===== config.mk =====
export PLATFORM = sky130hd
export DESIGN_NAME = regfile_param_flat
export DESIGN_NICKNAME = d
export VERILOG_FILES = /design/src/rtl/regfile_param_if.sv /design/src/rtl/regfile_param.sv /design/src/flat_wrapper.sv
export SDC_FILE = /design/constraint.sdc
export NUM_CORES = 2
export LEC_CHECK = 0
export BUFFER_PORTS_ARGS = -buffer_cell sky130_fd_sc_hd__buf_4
export CAP_MARGIN = 20
export CORE_MARGIN = 3
export CORE_UTILIZATION = 50
export DETAILED_ROUTE_END_ITERATION = 10
export GPL_TIMING_DRIVEN = 0
export PLACE_DENSITY_LB_ADDON = 0.05
export SLEW_MARGIN = 20
export SYNTH_ARGS = -nofsm -noshare
export SYNTH_HDL_FRONTEND = slang
export SYNTH_SLANG_ARGS = --single-unit

===== constraint.sdc =====
create_clock -name Clk -period 13.4 [get_ports Clk]
set_clock_uncertainty 0.2 [all_clocks]
set_input_delay 2.68 -clock Clk [delete_from_list [all_inputs] [get_ports Clk]]
set_output_delay 2.68 -clock Clk [all_outputs]
set_load 0.01 [all_outputs]

===== src/rtl/regfile_param_if.sv =====
// ---------------------------------------------------------------------------
// regfile_param_if
//
// Purpose:
//   This interface carries the bus signals of regfile_param. Clk and Reset are
//   plain module ports and are not part of it.
//
// Parameters:
//   WIDTH  data width of BusW / BusA / BusB
//   AW     address width of RA / RB / RW
//
// Signals (direction as seen by the register file, i.e. the slave):
//   Clear   in   run-time request to re-zero the whole file
//   RA      in   read address, port A
//   RB      in   read address, port B
//   RW      in   write address
//   BusW    in   write data
//   RegWr   in   write enable
//   BusA    out  read data, port A (combinational)
//   BusB    out  read data, port B (combinational)
//   Busy    out  high while the clear sequencer is running
//   WrDrop  out  one-cycle pulse: a write was discarded while Busy
//
// Modports:
//   master  drives requests and observes read data and status
//   slave   the register file itself
// ---------------------------------------------------------------------------
interface regfile_param_if #(
    parameter int WIDTH = 64,
    parameter int AW    = 5
);
    logic             Clear;
    logic [AW-1:0]    RA;
    logic [AW-1:0]    RB;
    logic [AW-1:0]    RW;
    logic [WIDTH-1:0] BusW;
    logic             RegWr;
    logic [WIDTH-1:0] BusA;
    logic [WIDTH-1:0] BusB;
    logic             Busy;
    logic             WrDrop;

    modport master (
        output Clear,
        output RA,
        output RB,
        output RW,
        output BusW,
        output RegWr,
        input  BusA,
        input  BusB,
        input  Busy,
        input  WrDrop
    );

    modport slave (
        input  Clear,
        input  RA,
        input  RB,
        input  RW,
        input  BusW,
        input  RegWr,
        output BusA,
        output BusB,
        output Busy,
        output WrDrop
    );
endinterface


===== src/rtl/regfile_param.sv =====
// ---------------------------------------------------------------------------
// regfile_param
//
// Purpose:
//   This is a parameterised register file with two combinational read ports
//   and one synchronous write port. One entry (ZERO_IDX) is hardwired to zero.
//   The storage array has no reset of its own. A small sequencer zeroes the
//   array one entry per clock, after Reset or on a run-time Clear request.
//   While the sequencer runs (Busy=1):
//     - both read ports return 0;
//     - user writes are discarded, and WrDrop pulses in the following cycle.
//
// Parameters:
//   WIDTH     data width of every entry and bus          (default 64)
//   DEPTH     number of entries, power of two, 4..256    (default 32)
//   AW        address width, must equal log2(DEPTH)      (default 5)
//   ZERO_IDX  index of the hardwired-zero entry          (default DEPTH-1)
//
// Ports:
//   Clk       in   single clock; all state changes happen on its rising edge
//   Reset     in   synchronous active-high reset
//   bus       regfile_param_if.slave, which carries:
//                Clear, RA, RB, RW, BusW, RegWr   (in)
//                BusA, BusB, Busy, WrDrop         (out)
//
// Build option:
//   REGFILE_BYPASS_EN  When this macro is defined, a READY-state read whose
//                      address matches a live write (RegWr=1, RW != ZERO_IDX)
//                      returns BusW in the same cycle (write-through).
//                      When it is undefined, such a read returns the stored
//                      value until the edge after the write.
//
// Sequencer states:
//   state | meaning
//   ------+-----------------------------------------------------------
//   CLEAR | write 0 to entry CCnt on every edge; reads return 0;
//         | user writes are dropped. Leaves after entry DEPTH-1.
//   READY | normal operation; Clear=1 re-enters CLEAR at CCnt=0.
// ---------------------------------------------------------------------------
module regfile_param #(
    parameter int WIDTH    = 64,
    parameter int DEPTH    = 32,
    parameter int AW       = 5,
    parameter int ZERO_IDX = DEPTH - 1
) (
    input  logic                 Clk,
    input  logic                 Reset,
    regfile_param_if.slave       bus
);

    typedef enum logic {
        CLEAR = 1'b0,
        READY = 1'b1
    } state_t;

    localparam logic [AW-1:0] LP_LAST = AW'(DEPTH - 1);
    localparam logic [AW-1:0] LP_ZERO = AW'(ZERO_IDX);

    // Storage (no reset: zeroed only by the sequencer)
    logic [WIDTH-1:0] r_mem [DEPTH];

    // Sequencer state and registered outputs
    state_t           r_state;
    logic [AW-1:0]    r_ccnt;
    logic             r_busy;
    logic             r_wr_drop;

    // Write qualification
    logic             w_wr_req;
    logic             w_clr_we;
    logic             w_usr_we;

    // Read path
    logic             w_fwd_a;
    logic             w_fwd_b;
    logic [WIDTH-1:0] w_rd_a;
    logic [WIDTH-1:0] w_rd_b;

    // -----------------------------------------------------------------------
    // Write qualification
    // -----------------------------------------------------------------------
    // w_wr_req is a live user write in READY that targets a real entry. A
    // write to ZERO_IDX is neither performed nor flagged.
    assign w_wr_req = (r_state == READY) && bus.RegWr && (bus.RW != LP_ZERO);

    // Reset takes priority over every array update for that edge. The
    // sequencer restarts from entry 0 on the following edges.
    assign w_clr_we = !Reset && (r_state == CLEAR);
    assign w_usr_we = !Reset && w_wr_req;

    // -----------------------------------------------------------------------
    // Sequencer
    // -----------------------------------------------------------------------
    // r_busy is loaded in every branch together with r_state, so that it
    // always mirrors (r_state == CLEAR) and Busy comes straight from a flop.
    always_ff @(posedge Clk) begin
        if (Reset) begin
            r_state   <= CLEAR;
            r_busy    <= 1'b1;
            r_ccnt    <= '0;
            r_wr_drop <= 1'b0;
        end else begin
            r_wr_drop <= 1'b0;
            case (r_state)
                CLEAR: begin
                    // Any write attempt during clearing is dropped and flagged.
                    // Clear is ignored here, so the sequence never restarts.
                    r_wr_drop <= bus.RegWr;
                    if (r_ccnt == LP_LAST) begin
                        r_state <= READY;
                        r_busy  <= 1'b0;
                        r_ccnt  <= '0;
                    end else begin
                        r_ccnt  <= r_ccnt + AW'(1);
                    end
                end
                READY: begin
                    if (bus.Clear) begin
                        r_state <= CLEAR;
                        r_busy  <= 1'b1;
                        r_ccnt  <= '0;
                    end
                end
                default: begin
                    r_state <= CLEAR;
                    r_busy  <= 1'b1;
                    r_ccnt  <= '0;
                end
            endcase
        end
    end

    // -----------------------------------------------------------------------
    // Storage array
    // -----------------------------------------------------------------------
    // The two write sources are mutually exclusive by state. A user write in
    // the same READY cycle that Clear is seen is still performed; the entry
    // is then zeroed again later in the clear sweep.
    always_ff @(posedge Clk) begin
        if (w_clr_we) begin
            r_mem[r_ccnt] <= '0;
        end else if (w_usr_we) begin
            r_mem[bus.RW] <= bus.BusW;
        end
    end

    // -----------------------------------------------------------------------
    // Read ports
    // -----------------------------------------------------------------------
`ifdef REGFILE_BYPASS_EN
    assign w_fwd_a = w_wr_req && (bus.RA == bus.RW);
    assign w_fwd_b = w_wr_req && (bus.RB == bus.RW);
`else
    assign w_fwd_a = 1'b0;
    assign w_fwd_b = 1'b0;
`endif

    // These forced-zero conditions keep ZERO_IDX at 0 and hide the stored
    // contents during clearing. They also hide the X contents that the array
    // holds before the first sweep.
    always_comb begin
        w_rd_a = r_mem[bus.RA];
        if (r_busy || (bus.RA == LP_ZERO)) begin
            w_rd_a = '0;
        end else if (w_fwd_a) begin
            w_rd_a = bus.BusW;
        end
    end

    always_comb begin
        w_rd_b = r_mem[bus.RB];
        if (r_busy || (bus.RB == LP_ZERO)) begin
            w_rd_b = '0;
        end else if (w_fwd_b) begin
            w_rd_b = bus.BusW;
        end
    end

    assign bus.BusA   = w_rd_a;
    assign bus.BusB   = w_rd_b;
    assign bus.Busy   = r_busy;
    assign bus.WrDrop = r_wr_drop;

endmodule


===== src/flat_wrapper.sv =====
// flat-port wrapper written by rule: the top's interface ports become plain ports
module regfile_param_flat 
#(
    parameter int WIDTH    = 64,
    parameter int DEPTH    = 32,
    parameter int AW       = 5,
    parameter int ZERO_IDX = DEPTH - 1
)
  (Clk, Reset, bus_Clear, bus_RA, bus_RB, bus_RW, bus_BusW, bus_RegWr, bus_BusA, bus_BusB, bus_Busy, bus_WrDrop);
  regfile_param_if #(.WIDTH(WIDTH), .AW(AW)) bus_i ();
  input  logic Clk;
  input  logic Reset;
  input wire logic [$bits(bus_i.Clear)-1:0] bus_Clear;
  input wire logic [$bits(bus_i.RA)-1:0] bus_RA;
  input wire logic [$bits(bus_i.RB)-1:0] bus_RB;
  input wire logic [$bits(bus_i.RW)-1:0] bus_RW;
  input wire logic [$bits(bus_i.BusW)-1:0] bus_BusW;
  input wire logic [$bits(bus_i.RegWr)-1:0] bus_RegWr;
  output wire logic [$bits(bus_i.BusA)-1:0] bus_BusA;
  output wire logic [$bits(bus_i.BusB)-1:0] bus_BusB;
  output wire logic [$bits(bus_i.Busy)-1:0] bus_Busy;
  output wire logic [$bits(bus_i.WrDrop)-1:0] bus_WrDrop;
  assign bus_i.Clear = bus_Clear;
  assign bus_i.RA = bus_RA;
  assign bus_i.RB = bus_RB;
  assign bus_i.RW = bus_RW;
  assign bus_i.BusW = bus_BusW;
  assign bus_i.RegWr = bus_RegWr;
  assign bus_BusA = bus_i.BusA;
  assign bus_BusB = bus_i.BusB;
  assign bus_Busy = bus_i.Busy;
  assign bus_WrDrop = bus_i.WrDrop;
  regfile_param #(.WIDTH(WIDTH), .DEPTH(DEPTH), .AW(AW), .ZERO_IDX(ZERO_IDX)) u_core (.Clk(Clk), .Reset(Reset), .bus(bus_i));
endmodule

==> flow_metrics.py <==
metrics = {
    "placed_design": {
        "io_buffers": 202,
        "gp_congestion": 0.835,
        "place_ws_ns": 4.06,
        "place_inst": 7852,
        "dp_hpwl_um": 221000,
    },
    "drt": {
        "wl_um": 302000,
        "drc": 0,
        "wire_per_inst_um": 36.5,
        "viasPerCell": 6.78,
        "drt_iter0_drc": 6630,
        "num_vias": 56100,
        "ant_nets": 0,
        "drt-pass1-iter-count": 5,
    },
    "critical_path": {
        "endpoint_kind": "primary output",
        "max_stage_delay_ns": 1.10,
        "crit_top_cell": "buf_2",
        "worstSetupPathType": "input port to primary output",
        "rr_endpoint": "u_core.r_mem[17][30]$_DFFE_PP_",
        "rr_startpoint": "u_core.r_state$_SDFF_PP0_",
        "path_cells": "buf_2 -> buf_2 -> nand3_1 -> buf_2 -> buf_1 -> o22ai_1 -> a2111oi_1 -> a211oi_1 -> buf_4",
        "worstSetupStartpointType": "input port",
        "critPathSlowestCell": "a2111oi_1",
        "crit_fanout": 10,
        "rr_worst_depth": 15,
        "cp_data_required_time_ns": 10.52,
        "r2r_setup_slack_ns": 8.24,
        "cp.arrival_ns": 6.66,
    },
    "yosys": {
        "synthCells": 4850,
        "synth_edf_count": 2048,
        "synth_fp_nets": 4935,
        "synth_most_common_cell": "edfxtp_1",
        "synth_area_leaders": "edfxtp_1 65%, mux4_2 18%, mux2i_1 5.5%, a22o_1 1.2%, o221ai_1 1.2%",
        "synth_common_cells": "2,048 x edfxtp_1, 768 x mux4_2, 518 x mux2i_1",
        "synth_seq_cells": 2056,
        "ys.flop_type": "edfxtp_1",
        "seq_area_frac_synth": 0.650,
        "avgSynthCellArea_um2": 19.5,
        "synth_top_area_cell": "edfxtp_1",
        "synthArstFlopShare": 0,
        "synth_top_area_share": 0.649,
        "syn-cell-area_um2": 94800,
        "ys_warn_count": 0,
        "yosysUniqueCellTypes": 51,
    },
    "hold_path": {
        "hold_path_end": "u_core.r_ccnt[1]$_SDFFE_PP0P_",
        "min_from": "u_core.r_ccnt[1]$_SDFFE_PP0P_",
        "hold_path.class": "register to register",
        "hold_depth": 2,
    },
    "global_routing": {
        "gr-usage-met1": 0.413,
        "antenna_found_initial": 22,
        "grt-busiest-layer": "met2",
        "first_global_vias": 57100,
        "use_met3": 0.0589,
        "grt_pass1_wl_um": 424000,
        "gr-total-overflow": 0,
        "grt_use_met2": 0.507,
        "grt_usage": 0.310,
        "grt_max_degree": 33,
    },
    "sta": {
        "period_minus_slack_ns": 9.54,
        "worst_pin_slew_ns": 1.24,
        "slew_violations": 0,
        "rsz0062_at_grt": "false",
        "max_freq_ghz": 0.105,
        "finalCritPeriodShare": 0.712,
        "finalHoldViolCount": 0,
        "slew_headroom": 0.154,
        "postLayoutSetupSlackWorst_ns": 3.86,
        "setup_violations": 0,
    },
    "clock_network": {
        "cts_buffers": 215,
        "clkTransAtPathRegs_ns": 0.06,
        "ctsHoldBuffers": 0,
        "root_buffer": "clkbuf_16",
        "htreeDepth": 4,
        "cts_buffer_depth": 3,
        "clock-sinks": 2056,
        "cts_resized": 0,
        "post_cts_buffers": 0,
        "tritoncts": "yes",
        "clk_latency_ns": 0.84,
    },
    "flow_run": {
        "maxCapViolCount": 0,
    },
    "run_status": {
        "status": "completed",
    },
    "cells_and_area": {
        "finalNetCount": 5663,
        "final_layout_size_suffix_gt1_frac": 0.338,
        "final.fill_count": 14300,
        "synthToLayoutAreaGrowth_pct": 15.1,
        "stdcell_count": 8268,
    },
    "floorplan": {
        "core-area_um2": 188000,
        "num_io_pins": 213,
        "rows": 159,
        "start_util": 0.504,
        "die_area_um2": 195000,
        "fp.dieH_um": 441,
        "dieWidth_um": 441,
    },
    "pwr": {
        "leakage_nw": 33.2,
        "power_density_nw_per_um2": 127,
        "peakVddDrop_mv": 0.112,
    },
}
-- cell usage in the layout (no fill, tap or decap), types with 42 or more instances in the layout --
cell type and count:
mux2i_1 518, clkbuf_16 218, a22o_1 127, buf_4 503, a211oi_1 113, a21oi_1 135, clkbuf_1 241, buf_2 126
mux4_2 768, o22ai_1 133, buf_6 65, clkinv_1 68, edfxtp_1 2048, a22oi_1 127, o221ai_1 127, a2111oi_2 68
clkinv_2 42
-- cell type report --
cell class              instances  area, um^2  share of cell area
flip-flops and latches       2056       61700               0.565
multi-input cells            2360       31000               0.285
clock buffers                 266        5640              0.0517
repair buffers                511        4170              0.0382
well taps                    2495        3120              0.0286
plain buffers                 429        2350              0.0215
clock inverters               139        1080             0.00993
inverters                       5        18.8            0.000172
diodes                          7        17.5            0.000161
-- worst max path at each step --
stage / startpoint / to / slack (ns) / depth (start not counted)
final: bus_RB[2] / bus_BusB[53] / 3.86 / 9
after global routing: bus_RB[2] / bus_BusB[53] / 3.97 / 9
after CTS: bus_RB[2] / bus_BusB[53] / 4.04 / 9
after detailed placement: bus_RB[2] / bus_BusB[53] / 4.06 / 9
after global placement: Reset / u_core.r_mem[17][34]$_DFFE_PP_ / -7.77 / 7
after floorplan: Reset / u_core.r_mem[20][0]$_DFFE_PP_ / 2.19 / 6
-- sequential cells by signal (all words and copies together), names as in the netlist --
name and count:
u_core.r_mem 2048, u_core.r_ccnt 5, u_core.bus.Busy 1, u_core.bus.WrDrop 1, u_core.r_state 1
-- metal layers --
metal / vias up / routed length (um)
li1: 22900 / -
met1: 30200 / 118000
met2: 2495 / 148000
met3: 532 / 22600
met4: 8 / 12500
met5: - / 61
-- power breakdown --
group	switching (mW)	internal [mW]
clock	2.54	3.23
sequential	0.0183	7.02
combinational	0.617	0.390
total	3.17	10.6
-- logic make-up (layout without fill, tap and decap cells) --
kind of cell,Yosys count,in the layout,share of synthesized area
flops,2056,2056,0.650
mux,1287,1287,0.237
compound gates,923,923,0.0781
buf+inv,434,1350,0.0248
simple gates,146,146,0.00897
fa+ha+maj,2,2,0.000264
xor+xnor,2,2,0.000185
other cells,0,7,0
-- critical path, delay by kind of cell --
kind / cells / cell delay, ns
and+or+nand+nor: 1 / 0.19
buffers and inverters: 5 / 2.26
AOI/OAI and AO/OA: 3 / 1.50
-- metrics by stage --
stage	util	cell area (um^2)	total power [mW]	TNS [ns]	hold slack, ns
global route	0.580	109000	14.2	0	0.404
global placement	0.528	99400	8.15	-3794.84	0.340
CTS	0.579	109000	13.9	0	0.363
detailed placement	0.543	102000	8.17	0	0.345
floorplan	-	94800	7.78	0	0.302
finish	0.580	109000	13.8	0	0.367
(Power assumes the default switching activity.)
